<file path="src/rtl/mips_trace_pkg.sv">
// Shared types for the MIPS trace monitor: record layout, word count and FSM states.
// Build option TRACE_TIMESTAMP_EN adds a 16-bit capture timestamp as a fifth word.
package mips_trace_pkg;
    localparam int WORD_W = 16;

`ifdef TRACE_TIMESTAMP_EN
    localparam int NW = 5;
    typedef struct packed {
        logic [WORD_W-1:0] pc;
        logic [WORD_W-1:0] r1;
        logic [WORD_W-1:0] r2;
        logic [WORD_W-1:0] r3;
        logic [WORD_W-1:0] ts;
    } trace_rec_t;
`else
    localparam int NW = 4;
    typedef struct packed {
        logic [WORD_W-1:0] pc;
        logic [WORD_W-1:0] r1;
        logic [WORD_W-1:0] r2;
        logic [WORD_W-1:0] r3;
    } trace_rec_t;
`endif

    localparam logic [7:0] DROP_MAX = 8'hFF;

    typedef enum logic {
        IDLE = 1'b0,
        SEND = 1'b1
    } fsm_state_t;
endpackage

</file>
<file path="src/rtl/mips_trace_if.sv">
// Outgoing trace word stream. valid/ready: a word transfers on a clock edge where valid & ready;
// once valid is raised, data/last/valid stay unchanged until that transfer happens.
interface mips_trace_if;
    import mips_trace_pkg::*;

    logic [WORD_W-1:0] data;
    logic              valid;
    logic              ready;
    logic              last;

    modport master (output data, output valid, output last, input ready);
    modport slave  (input data, input valid, input last, output ready);
endinterface

</file>
<file path="src/rtl/mips_trace_fifo.sv">
// Synchronous record FIFO; head is read combinationally so a pop sees the current entry.
module mips_trace_fifo
    import mips_trace_pkg::*;
#(
    parameter int DEPTH = 8
) (
    input  logic                   clk,
    input  logic                   clear_n,
    input  logic                   push,
    input  logic                   pop,
    input  trace_rec_t             wr_data,
    output trace_rec_t             rd_data,
    output logic                   full,
    output logic                   empty,
    output logic [$clog2(DEPTH):0] count
);
    localparam int PW = $clog2(DEPTH);
    localparam logic [PW:0] FULL_CNT = (PW+1)'(DEPTH);

    trace_rec_t    mem [DEPTH];
    logic [PW-1:0] wr_ptr;
    logic [PW-1:0] rd_ptr;

    // When full, a push is only issued alongside a pop; the write lands on the slot being vacated.
    always_ff @(posedge clk) begin
        if (push) begin
            mem[wr_ptr] <= wr_data;
        end
    end

    always_ff @(posedge clk or negedge clear_n) begin
        if (!clear_n) begin
            wr_ptr <= '0;
            rd_ptr <= '0;
            count  <= '0;
        end else begin
            if (push) begin
                wr_ptr <= wr_ptr + PW'(1);
            end
            if (pop) begin
                rd_ptr <= rd_ptr + PW'(1);
            end
            case ({push, pop})
                2'b10:   count <= count + (PW+1)'(1);
                2'b01:   count <= count - (PW+1)'(1);
                default: count <= count;
            endcase
        end
    end

    assign rd_data = mem[rd_ptr];
    assign full    = (count == FULL_CNT);
    assign empty   = (count == '0);
endmodule

</file>
<file path="src/rtl/mips_trace_monitor.sv">
// Samples pc/r1/r2/r3 into a record FIFO and replays each record as a framed word stream.
// Never back-pressures the core: records that do not fit are dropped and counted. Option: TRACE_TIMESTAMP_EN.
module mips_trace_monitor
    import mips_trace_pkg::*;
#(
    parameter int DEPTH       = 8,
    parameter bit CHANGE_ONLY = 1'b1
) (
    input  logic                   clk,
    input  logic                   clear_n,
    input  logic                   trace_en,
    input  logic [WORD_W-1:0]      pc,
    input  logic [WORD_W-1:0]      r1,
    input  logic [WORD_W-1:0]      r2,
    input  logic [WORD_W-1:0]      r3,
    mips_trace_if.master           stream,
    output logic                   overflow,
    output logic [7:0]             drop_count,
    input  logic                   clr_ovf,
    output fsm_state_t             state,
    output logic [$clog2(DEPTH):0] fifo_count
);
    localparam int REC_W = $bits(trace_rec_t);
    localparam int IW    = $clog2(NW);
    localparam logic [IW-1:0] LAST_IDX = IW'(NW-1);

    trace_rec_t            cur_rec;
    trace_rec_t            head_rec;
    logic [4*WORD_W-1:0]   last_cap_q;
    logic                  first_q;
    logic                  capture;
    logic                  push;
    logic                  pop;
    logic                  drop;
    logic                  full;
    logic                  empty;
    fsm_state_t            state_q;
    fsm_state_t            state_d;
    logic [IW-1:0]         idx_q;
    logic [IW-1:0]         idx_d;
    logic [REC_W-1:0]      shift_q;
    logic [REC_W-1:0]      shift_d;

`ifdef TRACE_TIMESTAMP_EN
    logic [WORD_W-1:0] ts_q;

    always_ff @(posedge clk or negedge clear_n) begin
        if (!clear_n) begin
            ts_q <= '0;
        end else begin
            ts_q <= ts_q + WORD_W'(1);
        end
    end
`endif

    always_comb begin
        cur_rec    = '0;
        cur_rec.pc = pc;
        cur_rec.r1 = r1;
        cur_rec.r2 = r2;
        cur_rec.r3 = r3;
`ifdef TRACE_TIMESTAMP_EN
        cur_rec.ts = ts_q;
`endif
    end

    // The change filter compares register values only; the timestamp always differs.
    assign capture = trace_en && (!CHANGE_ONLY || first_q || ({pc, r1, r2, r3} != last_cap_q));
    assign push    = capture && (!full || pop);
    assign drop    = capture && full && !pop;

    always_ff @(posedge clk or negedge clear_n) begin
        if (!clear_n) begin
            last_cap_q <= '0;
            first_q    <= 1'b1;
        end else if (capture) begin
            last_cap_q <= {pc, r1, r2, r3};
            first_q    <= 1'b0;
        end
    end

    always_ff @(posedge clk or negedge clear_n) begin
        if (!clear_n) begin
            overflow   <= 1'b0;
            drop_count <= '0;
        end else if (clr_ovf) begin
            overflow   <= 1'b0;
            drop_count <= '0;
        end else if (drop) begin
            overflow <= 1'b1;
            if (drop_count != DROP_MAX) begin
                drop_count <= drop_count + 8'd1;
            end
        end
    end

    mips_trace_fifo #(.DEPTH(DEPTH)) u_fifo (
        .clk     (clk),
        .clear_n (clear_n),
        .push    (push),
        .pop     (pop),
        .wr_data (cur_rec),
        .rd_data (head_rec),
        .full    (full),
        .empty   (empty),
        .count   (fifo_count)
    );

    always_ff @(posedge clk or negedge clear_n) begin
        if (!clear_n) begin
            state_q <= IDLE;
            idx_q   <= '0;
            shift_q <= '0;
        end else begin
            state_q <= state_d;
            idx_q   <= idx_d;
            shift_q <= shift_d;
        end
    end

    // The current word always sits in the top slot of the shift register; PC is the MSB field.
    always_comb begin
        state_d = state_q;
        idx_d   = idx_q;
        shift_d = shift_q;
        pop     = 1'b0;
        case (state_q)
            IDLE: begin
                if (!empty) begin
                    pop     = 1'b1;
                    shift_d = head_rec;
                    idx_d   = '0;
                    state_d = SEND;
                end
            end
            SEND: begin
                if (stream.ready) begin
                    if (idx_q == LAST_IDX) begin
                        idx_d = '0;
                        if (!empty) begin
                            pop     = 1'b1;
                            shift_d = head_rec;
                        end else begin
                            shift_d = '0;
                            state_d = IDLE;
                        end
                    end else begin
                        idx_d   = idx_q + IW'(1);
                        shift_d = shift_q << WORD_W;
                    end
                end
            end
            default: state_d = IDLE;
        endcase
    end

    assign stream.valid = (state_q == SEND);
    assign stream.data  = shift_q[REC_W-1 -: WORD_W];
    assign stream.last  = (state_q == SEND) && (idx_q == LAST_IDX);
    assign state        = state_q;
endmodule
</file>
<file path="src/flat_wrapper.sv">
// flat-port wrapper written by rule: the top's interface ports become plain ports
module mips_trace_monitor_flat import mips_trace_pkg::*;
#(
    parameter int DEPTH       = 8,
    parameter bit CHANGE_ONLY = 1'b1
)
  (clk, clear_n, trace_en, pc, r1, r2, r3, overflow, drop_count, clr_ovf, state, fifo_count, stream_data, stream_valid, stream_last, stream_ready);
  mips_trace_if stream_i ();
  input  logic clk;
  input  logic clear_n;
  input  logic trace_en;
  input  logic [WORD_W-1:0] pc;
  input  logic [WORD_W-1:0] r1;
  input  logic [WORD_W-1:0] r2;
  input  logic [WORD_W-1:0] r3;
  output logic overflow;
  output logic [7:0] drop_count;
  input  logic clr_ovf;
  output fsm_state_t state;
  output logic [$clog2(DEPTH):0] fifo_count;
  output wire logic [$bits(stream_i.data)-1:0] stream_data;
  output wire logic [$bits(stream_i.valid)-1:0] stream_valid;
  output wire logic [$bits(stream_i.last)-1:0] stream_last;
  input wire logic [$bits(stream_i.ready)-1:0] stream_ready;
  assign stream_data = stream_i.data;
  assign stream_valid = stream_i.valid;
  assign stream_last = stream_i.last;
  assign stream_i.ready = stream_ready;
  mips_trace_monitor #(.DEPTH(DEPTH), .CHANGE_ONLY(CHANGE_ONLY)) u_core (.clk(clk), .clear_n(clear_n), .trace_en(trace_en), .pc(pc), .r1(r1), .r2(r2), .r3(r3), .stream(stream_i), .overflow(overflow), .drop_count(drop_count), .clr_ovf(clr_ovf), .state(state), .fifo_count(fifo_count));
endmodule
</file>
<file path="config.mk">
export PLATFORM = sky130hd
export DESIGN_NAME = mips_trace_monitor_flat
export DESIGN_NICKNAME = d
export VERILOG_FILES = /design/src/rtl/mips_trace_pkg.sv /design/src/rtl/mips_trace_if.sv /design/src/rtl/mips_trace_fifo.sv /design/src/rtl/mips_trace_monitor.sv /design/src/flat_wrapper.sv
export SDC_FILE = /design/constraint.sdc
export NUM_CORES = 1
export LEC_CHECK = 0
export ABC_AREA = 1
export CORE_UTILIZATION = 60
export DETAILED_ROUTE_END_ITERATION = 6
export PLACE_DENSITY = 0.77
export SLEW_MARGIN = 40
export SYNTH_ARGS = -nofsm -noshare
export SYNTH_HDL_FRONTEND = slang
export SYNTH_HIERARCHICAL = 1
export SYNTH_SLANG_ARGS = --single-unit
</file>
<file path="constraint.sdc">
create_clock -name clk -period 8.9 [get_ports clk]
set_input_delay 2.225 -clock clk [delete_from_list [all_inputs] [get_ports clk]]
set_output_delay 2.225 -clock clk [all_outputs]
set_load 0.01 [all_outputs]
</file>
Word-level counts from Yosys, hierarchy flattened
Memory sizes are Yosys's and may differ from the RTL's.
Cells that the tools add are included.
{"block": "word_totals", "memories": 1, "reg_bits": 151, "mem_bits_rw": 512, "latchBits": 0, "mem_bits_ro": 0}
{"block": "classes", "mux": 24, "shift": 0, "addsub": 6, "eq_ne": 8, "magnitude_cmp": 0, "bitwise_logic": 1, "n_div": 0, "mul": 0, "reduce_logical": 15}
{"memory": "u_core.u_fifo.mem", "depth": 8, "width": 64, "rd": 1, "rd_clocked_by_memory_dff": 0, "wr": 1, "line": "mips_trace_fifo.sv:20", "source": "trace_rec_t mem [DEPTH];"}
{"op": "2-to-1 mux 64 bit", "count": 4}
{"op": "one-hot mux 64 bit (2 select lines)", "count": 1}
{"op": "inequality test 64 bit", "count": 1}
{"op": "2-to-1 mux 8 bit", "count": 3}
{"op": "2-to-1 mux 1 bit", "count": 9}
{"op": "adder 8 x 1 -> 8 bit, second input constant", "count": 1}
{"op": "inequality test 8 bit, second input constant", "count": 1}
{"op": "one-hot mux 4 bit (2 select lines)", "count": 1}
{"op": "adder 3 x 1 -> 3 bit, second input constant", "count": 2}
{"op": "2-to-1 mux 2 bit", "count": 3}
{"op": "nonzero test 2 bit", "count": 3}
{"op": "logical AND 1 bit", "count": 5}
{"op": "adder 4 x 1 -> 4 bit, second input constant", "count": 1}
{"op": "equality test 2 bit, second input constant", "count": 2}
{"op": "equality test 4 bit, second input constant", "count": 1}
{"op": "zero test 4 bit", "count": 1}
{"op": "inequality test 2 bit, second input constant", "count": 2}
{"op": "one-hot mux 1 bit (2 select lines)", "count": 2}
{"op": "one-hot mux 2 bit (2 select lines)", "count": 1}
{"op": "AND reduction 2 bit", "count": 2}
{"op": "subtractor 4 x 1 -> 4 bit, second input constant", "count": 1}
{"op": "adder 2 x 1 -> 2 bit, second input constant", "count": 1}
{"op": "equality test 2 x 1 -> 1 bit, second input constant", "count": 1}
{"op": "zero test 1 bit", "count": 2}
{"op": "other kinds (2)", "count": 3}

Longest topological paths before layout
Gate-level depths: netlist of the first run.
{"block": "depth", "ltp_word": 9, "mapped_depth": 23, "mapped_depth_nobuf": 21}

Hierarchy
Netlist of the first run, hierarchy kept.
{"module": "mips_trace_fifo", "area_per_inst_um2": 20470.9, "n_inst": 1, "cells_each": 1521}
{"module": "mips_trace_monitor", "area_per_inst_um2": 7158.1, "n_inst": 1, "cells_each": 908}

Worst setup path before layout of the first run
No wires, ideal clock.
{"block": "synth_timing", "path_kind": "input -> register", "from": "in r1[3]", "to": "mem u_core/u_fifo/mem[0][0] in the netlist's numbering, enable pin", "setup_slack_ns": 1.998, "t_arrival_ns": 6.416, "cell_stages": 14, "setup_time_ns": 0.486, "cell_sequence": "inv_1 > or2_2 > nand3_1 > nor2_1 > nand2_1 > nor2_1 > nand3_2 > nand2_4 > buf_8 > buf_6 > nor2_1 > inv_1 > or2_1 > nor2_1"}
{"block": "synth_between", "elab_chain_len": 6}
{"element": "start: declaration", "line": "flat_wrapper.sv:13", "source": "input logic [WORD_W-1:0] r1;"}
{"element": "inequality test 64 bit", "line": "mips_trace_monitor.sv:68", "source": "assign capture = trace_en && (!CHANGE_ONLY || first_q || ({pc, r1, r2, r3} != last_cap_q));"}
{"element": "logical OR 1 bit", "line": "mips_trace_monitor.sv:68"}
{"element": "logical AND 1 bit", "line": "mips_trace_monitor.sv:68"}
{"element": "logical AND 1 bit", "line": "mips_trace_monitor.sv:69", "source": "assign push = capture && (!full || pop);"}
{"element": "named net u_core.push", "line": "mips_trace_monitor.sv:32", "source": "logic push;"}
{"element": "2-to-1 mux 1 bit", "line": "mips_trace_fifo.sv:26", "source": "if (push) begin"}
{"element": "2-to-1 mux 1 bit (implied by the code)", "line": "mips_trace_fifo.sv:27", "source": "mem[wr_ptr] <= wr_data;"}
{"element": "end: declaration", "line": "mips_trace_fifo.sv:20"}
The timed path passes the listed nets, and every way through them passes these cells.

Worst setup path in the final report of the first run
{"block": "layout_timing", "from": "in pc[9]", "to": "mem u_core/u_fifo/mem[6][56] in the netlist's numbering, enable pin"}
{"block": "layout_between", "elab_chain_len": 6}
{"element": "start: declaration", "line": "flat_wrapper.sv:12", "source": "input logic [WORD_W-1:0] pc;"}
{"element": "inequality test 64 bit", "line": "mips_trace_monitor.sv:68"}
{"element": "logical OR 1 bit", "line": "mips_trace_monitor.sv:68"}
{"element": "logical AND 1 bit", "line": "mips_trace_monitor.sv:68"}
{"element": "logical AND 1 bit", "line": "mips_trace_monitor.sv:69"}
{"element": "named net u_core.push", "line": "mips_trace_monitor.sv:32"}
{"element": "2-to-1 mux 1 bit", "line": "mips_trace_fifo.sv:26"}
{"element": "2-to-1 mux 1 bit (implied by the code)", "line": "mips_trace_fifo.sv:27"}
The timed path passes the listed nets, and every way through them passes these cells.

==> metrics.yaml, run 1 <==
final_common_cell: "edfxtp_1"
routed_wl_um: 66100
seq_area_mm2: 0.0192
core_mm2: 0.0454
synth.distinct_cells: 40
async_flop_share_pct: 22.8
synth_top_area_share_pct: 55.6
ys_seq_area_share_pct: 69.3
final-hold-violation-count: 0
vias_per_cell: 6.02
grt_pass1_wl_um: 102000
worst-setup-path-type: "primary input to flip-flop"
multi_input_area_mm2: 0.00714
combPwrFrac_pct: 28.9
cp_slowest_stage_delay_ns: 0.67
path_common_cell: "nor2_1"
synth_seq_cells: 663
setup_viol: 0
die_area_mm2: 0.0469
drc: 0
cts_buffer_depth: 3
switchingPower_uw: 3490
slew_headroom_pct: 41.1
reg2reg_from: "u_core/last_cap_q[63]"
antenna_left: 0
synth_edf_count: 512
cp.arrival_ns: 6.37
antenna_found_initial: 1
synth_largest_area_cell: "edfxtp_1"
maxCapViolations: 0
synth_warnings: 6
fin_worst_skew_ns: 0.0151
pwr-share-clk_pct: 29.0
pwr-share-seq_pct: 42.1
rsz0062_at_grt: "no"
synth.avg_cell_area_um2: 11.4
rows: 78
tightest_slew_ns: 0.883
p_int_uw: 6540
numCtsBuffers: 69
synthCells: 2429
cp-end-kind: "flip-flop"
status: "complete, no violations"
dp_hpwl_um: 36300
period_minus_slack_ns: 6.16
slew_violations: 0
p_leak_uw: 0.0118
post_cts_buffers: 0
path_cells: "clkdlybuf4s50_1 -> inv_1 -> o22ai_1 -> nor2_1 -> nand2_1 -> nor2_1 -> nand3_2 -> nand2_4 -> nor2_1 -> inv_1 -> or2_1 -> nor2_4 -> buf_4 -> buf_4"
swShare_pct: 34.8
synthFlopType: "edfxtp_1"
clk_pin_slew_ns: 0.06
fin_nets: 2552
crit_buf_inv: 5
dr.pass1.iters: 6
worstPathRequired_ns: 9.11
tns_ns: 0
nFillCells: 3217
via_count: 18900
post-route-period-util_pct: 69.2
powerDensity_mw_per_mm2: 323
start_util_pct: 60.9
die_y_um: 217
wire_per_inst_um: 21.1
cts-hold-fix-buffers: 0
initialDrtViolationCount: 2261
cp_max_fo: 65
port_buffers: 100
max_freq_ghz: 0.162
grt-ovfl-total: 0
holdCritStartpoint: "u_core/first_q"
clk_latency_ns: 0.58
grt_pass1_vias: 18400
grt.total_usage_pct: 28.5
dieWidth_um: 217
areaGrowthSynthToFinish_pct: 12.6
htree_levels: 3
clock-sinks: 663
synthTopCellsByArea: "edfxtp_1, dfrtp_1, nand2_1"
num_antenna_cells: 0
hold_class: "flip-flop to flip-flop"
gp_congestion: 0.799
mappedNetlistNets: 2505
ctsRootBufferMaster: "clkbuf_16"
synth_area_mm2: 0.0276
critical_path.top_delay_family: "buffers and inverters"
ir_worst_vdd_mv: 0.236
mostFrequentLayoutCells: "edfxtp_1, nand2_1, nor2_1"
cts_resized: 0
cp-startpoint: "pc[9]"
drive_above_1_share_pct: 7.98
cts_tree: "done"
io_pins: 101
grt_max_degree: 177
critical_path.slowest_cell: "buf_4"
fin_util_pct: 68.5
start_kind: "primary input"
-- kinds of logic (layout without fill, tap and decap cells) --
| group | after synthesis | after routing | synth area share, % |
|---|---|---|---|
| AO/OA/AOI/OAI | 507 | 507 | 11.1 |
| XOR/XNOR | 23 | 23 | 0.729 |
| adder cells (fa/ha/maj) | 7 | 7 | 0.317 |
| buffers and inverters | 272 | 373 | 5.14 |
| flip-flops | 663 | 663 | 69.3 |
| AND/OR/NAND/NOR | 957 | 957 | 13.4 |
-- routing by layer --
| metal | up-vias | share of wire [%] | wire, µm | GRT usage [%] |
|---|---|---|---|---|
| met1 | 9260 | 40 | 26400 | 38.6 |
| met5 | - | 0.018 | 12 | 0 |
| met4 | 2 | 3.9 | 2570 | 12.7 |
| met2 | 895 | 47 | 31400 | 45.2 |
| met3 | 178 | 8.6 | 5710 | 5.53 |
| li1 | 8523 | - | - | - |
-- synthesized netlist by cell type (2+ instances only) --
master / number
dfrtp_1: 150
buf_1: 6
a221oi_1: 48
nor2_1: 407
or2_2: 3
nand3b_1: 2
buf_2: 31
ha_1: 7
edfxtp_1: 512
nand2_1: 485
o21ai_2: 45
nand3_1: 45
or2_0: 3
o21ai_1: 95
nand4_1: 5
xor2_1: 10
o21ai_0: 182
clkbuf_4: 6
a21oi_1: 5
buf_4: 34
inv_2: 7
o22ai_1: 129
xnor2_1: 13
clkbuf_1: 48
inv_1: 111
buf_6: 26
-- state kept, by name, summed over array words and instances (netlist names) --
signal                flops
u_core/idx_q              2
u_core/u_fifo/mem       512
u_core/shift_q           64
u_core/state              1
u_core/u_fifo/rd_ptr      3
u_core/first_q            1
u_core/u_fifo/wr_ptr      3
u_core/u_fifo/count       4
u_core/overflow           1
u_core/drop_count         8
u_core/last_cap_q        64
-- worst paths after layout --
path / to / slack (ns) / depth (start not counted)
max: u_core/u_fifo/mem[6][56] / 2.74 / 14
min: u_core/first_q / 0.46 / 2
max reg2reg: u_core/u_fifo/mem[6][56] / 4.68 / 15
min reg2reg: u_core/first_q / 0.46 / 2
max in group asynchronous: u_core/shift_q[50] / 6.06 / 2
min in group asynchronous: u_core/drop_count[0] / 1.70 / 1
-- cell type report --
cell class / instances / share of cell area [%]
inverters: 120 / 1.52
clock inverters: 24 / 0.958
multi-input cells: 1494 / 23.0
well taps: 600 / 2.41
flip-flops and latches: 663 / 61.6
clock buffers: 101 / 6.44
repair buffers: 128 / 4.08
-- power groups by stage --
stage                     Sequential [µW]  Clock (µW)  Combinational [µW]
after floorplan                      4120           0                2120
after global placement               4240           0                2760
after detailed placement             4270           0                2840
after CTS                            4210        2940                2870
after global routing                 4260        3060                3150
final                                4220        2910                2900
-- per-stage QoR --
step / hold slack [ns] / setup WS [ns] / power, µW / cell area, µm² / instances
floorplan: 0.424 / 2.00 / 6240 / 27600 / 2429
global placement: 0.433 / 2.28 / 6990 / 28700 / 3003
detailed placement: 0.438 / 2.16 / 7110 / 28800 / 3004
CTS: 0.459 / 2.77 / 10000 / 31100 / 3129
global route: 0.483 / 2.39 / 10500 / 31100 / 3130
finish: 0.457 / 2.74 / 10000 / 31100 / 3130
-- worst min-delay path: stages (launching register included) --
cell     delay [ns]
dfstp_2        0.37
inv_1          0.04
nor2_1         0.04
(Power assumes the default switching activity.)
==> run 2: changes to the inputs <==
Settings changed: CORE_UTILIZATION 60 to 55, PLACE_DENSITY 0.77 to 0.74.
Clock period 8.9 ns to 5.65 ns, I/O delays scaled along.
==> run 2 against run 1 <==
Against the previous run:
- combinational power increased by 62%
- sequential power rose by 56%
- sequential share of layout area decreased by 0.22 points
- critical path depth grew 3
- clock power grew 51%
- clock-buffer cell count increased by 2
- first-iteration DRC count shrank 23%
- clock skew is 0.020 ns higher
- global-route usage fell by 2.1 points
- hold slack got worse by 0.014 ns
- via count is 2.1% lower
- design area rose by 0.37%
- largest power group unchanged
==> metrics.yaml, run 2 (same netlist as run 1, synthesis figures left out) <==
dieWidth_um: 226
top_usage_layer: "met2"
finalWorstSetupSlack_ns: 1.34
start_kind: "primary input"
vias_per_cell: 5.77
switchingPower_uw: 5520
clk_pin_slew_ns: 0.06
dp_hpwl_um: 36200
initialDrtViolationCount: 1741
tightest_slew_ns: 0.847
cp.arrival_ns: 4.54
dp_slack_ns: 0.776
core_mm2: 0.0493
period_minus_slack_ns: 4.31
cts_tree: "done"
antenna_found_initial: 2
slew_headroom_pct: 43.5
grt_max_degree: 145
fin_worst_skew_ns: 0.0351
hold_class: "flip-flop to flip-flop"
via_count: 18500
wire_per_inst_um: 20.6
largest_reg_flops: 512
combPwrFrac_pct: 30.0
setup_viol: 0
status: "complete, no violations"
path_cells: "clkdlybuf4s50_1 -> inv_1 -> nand2_1 -> nand2_1 -> nor2_1 -> nand2_1 -> nor2_1 -> nand2_1 -> nor2_1 -> nand3_2 -> nand2_4 -> nor2_1 -> buf_4 -> inv_1 -> or2_1 -> nor2_4 -> buf_12"
fin_nets: 2556
met2_usage_pct: 42.5
p_leak_uw: 0.0117
gp_congestion: 0.779
regMostFlops: "u_core/u_fifo/mem"
final-hold-violation-count: 0
areaGrowthSynthToFinish_pct: 13.0
fin_util_pct: 63.4
cts-hold-fix-buffers: 0
drc: 0
die_area_mm2: 0.0511
clk_latency_ns: 0.61
drive_above_1_share_pct: 7.97
routed_wl_um: 65900
rsz0062_at_grt: "no"
pwr-share-seq_pct: 42.0
reg_top3: "u_core/u_fifo/mem: 512 flops, u_core/last_cap_q: 64 flops, u_core/shift_q: 64 flops"
cts_resized: 0
pwr-share-clk_pct: 28.1
swShare_pct: 35.3
grt-ovfl-total: 0
whs_ns: 0.444
grt.total_usage_pct: 26.4
clock-sinks: 663
max_freq_ghz: 0.232
final_common_cell: "edfxtp_1"
port_buffers: 100
rows: 81
ir_worst_vdd_mv: 0.444
dr.pass1.iters: 6
post_cts_buffers: 0
worstPathRequired_ns: 5.88
grtUsageMet1_pct: 36.0
powerDensity_mw_per_mm2: 502
p_int_uw: 10100
start_util_pct: 56.1
ctsRootBufferMaster: "clkbuf_16"
htree_levels: 3
maxCapViolations: 0
antenna_left: 0
grt_pass1_vias: 18100
mostFrequentLayoutCells: "edfxtp_1, nand2_1, nor2_1"
critical_path.slowest_cell: "clkdlybuf4s50_1"
die_y_um: 226
io_pins: 101
cts_buffer_depth: 3
worst-setup-path-type: "primary input to flip-flop"
post-route-period-util_pct: 76.3
grtUsageMet3_pct: 4.25
cp-end-kind: "flip-flop"
numCtsBuffers: 68
cp_max_fo: 56
cp_slowest_stage_delay_ns: 0.60
grt_pass1_wl_um: 101000
slew_violations: 0
-- run 2: metal layers --
metal / vias to the layer above / share of wire [%] / wire (µm)
met4: 2 / 3.2 / 2080
met1: 8959 / 41 / 26900
met3: 144 / 8.4 / 5530
li1: 8558 / - / -
met2: 806 / 48 / 31400
met5: - / 0.018 / 12
-- run 2: worst paths after layout --
| kind | startpoint | end | slack [ns] | depth (start not counted) |
|---|---|---|---|---|
| min reg2reg | u_core/first_q | u_core/first_q | 0.44 | 2 |
| min | u_core/first_q | u_core/first_q | 0.44 | 2 |
| max | r2[7] | u_core/u_fifo/mem[0][36] | 1.34 | 17 |
| max in group asynchronous | clear_n | u_core/shift_q[50] | 3.92 | 3 |
| min in group asynchronous | clear_n | u_core/last_cap_q[24] | 0.70 | 1 |
| max reg2reg | u_core/last_cap_q[25] | u_core/u_fifo/mem[0][36] | 2.51 | 16 |
-- run 2: power groups by stage --
stage          clock network, µW  logic [µW]  registers [µW]
3_3_place_gp                   0        4460            6620
5_1_grt                     4640        5120            6640
6_report                    4390        4690            6580
4_1_cts                     4450        4660            6560
2_1_floorplan                  0        3350            6480
3_5_place_dp                   0        4630            6660
-- run 2: final cells by class --
| class | instances | area [µm²] |
|---|---|---|
| sequential | 663 | 19200 |
| fill | 3728 | 18000 |
| multi-input combinational | 1494 | 7150 |
| clock buffer | 103 | 1950 |
| timing repair buffer | 133 | 1400 |
| tap | 664 | 831 |
| inverter | 120 | 472 |
| clock inverter | 23 | 245 |
| antenna | 1 | 2.50 |
-- run 2: stage by stage --
stage	setup TNS, ns	cell area, µm²	power [µW]	cells
after CTS	0	31200	15700	3199
after floorplan	-112.58	27600	9830	2429
after global placement	0	28900	11100	3070
final	0	31200	15700	3201
after detailed placement	0	29000	11300	3073
after global routing	0	31200	16400	3201
-- run 2: worst max-delay path, delay by kind of cell --
family	cells	cell delay, ns
buffers and inverters	5	1.40
and+or+nand+nor	12	1.64
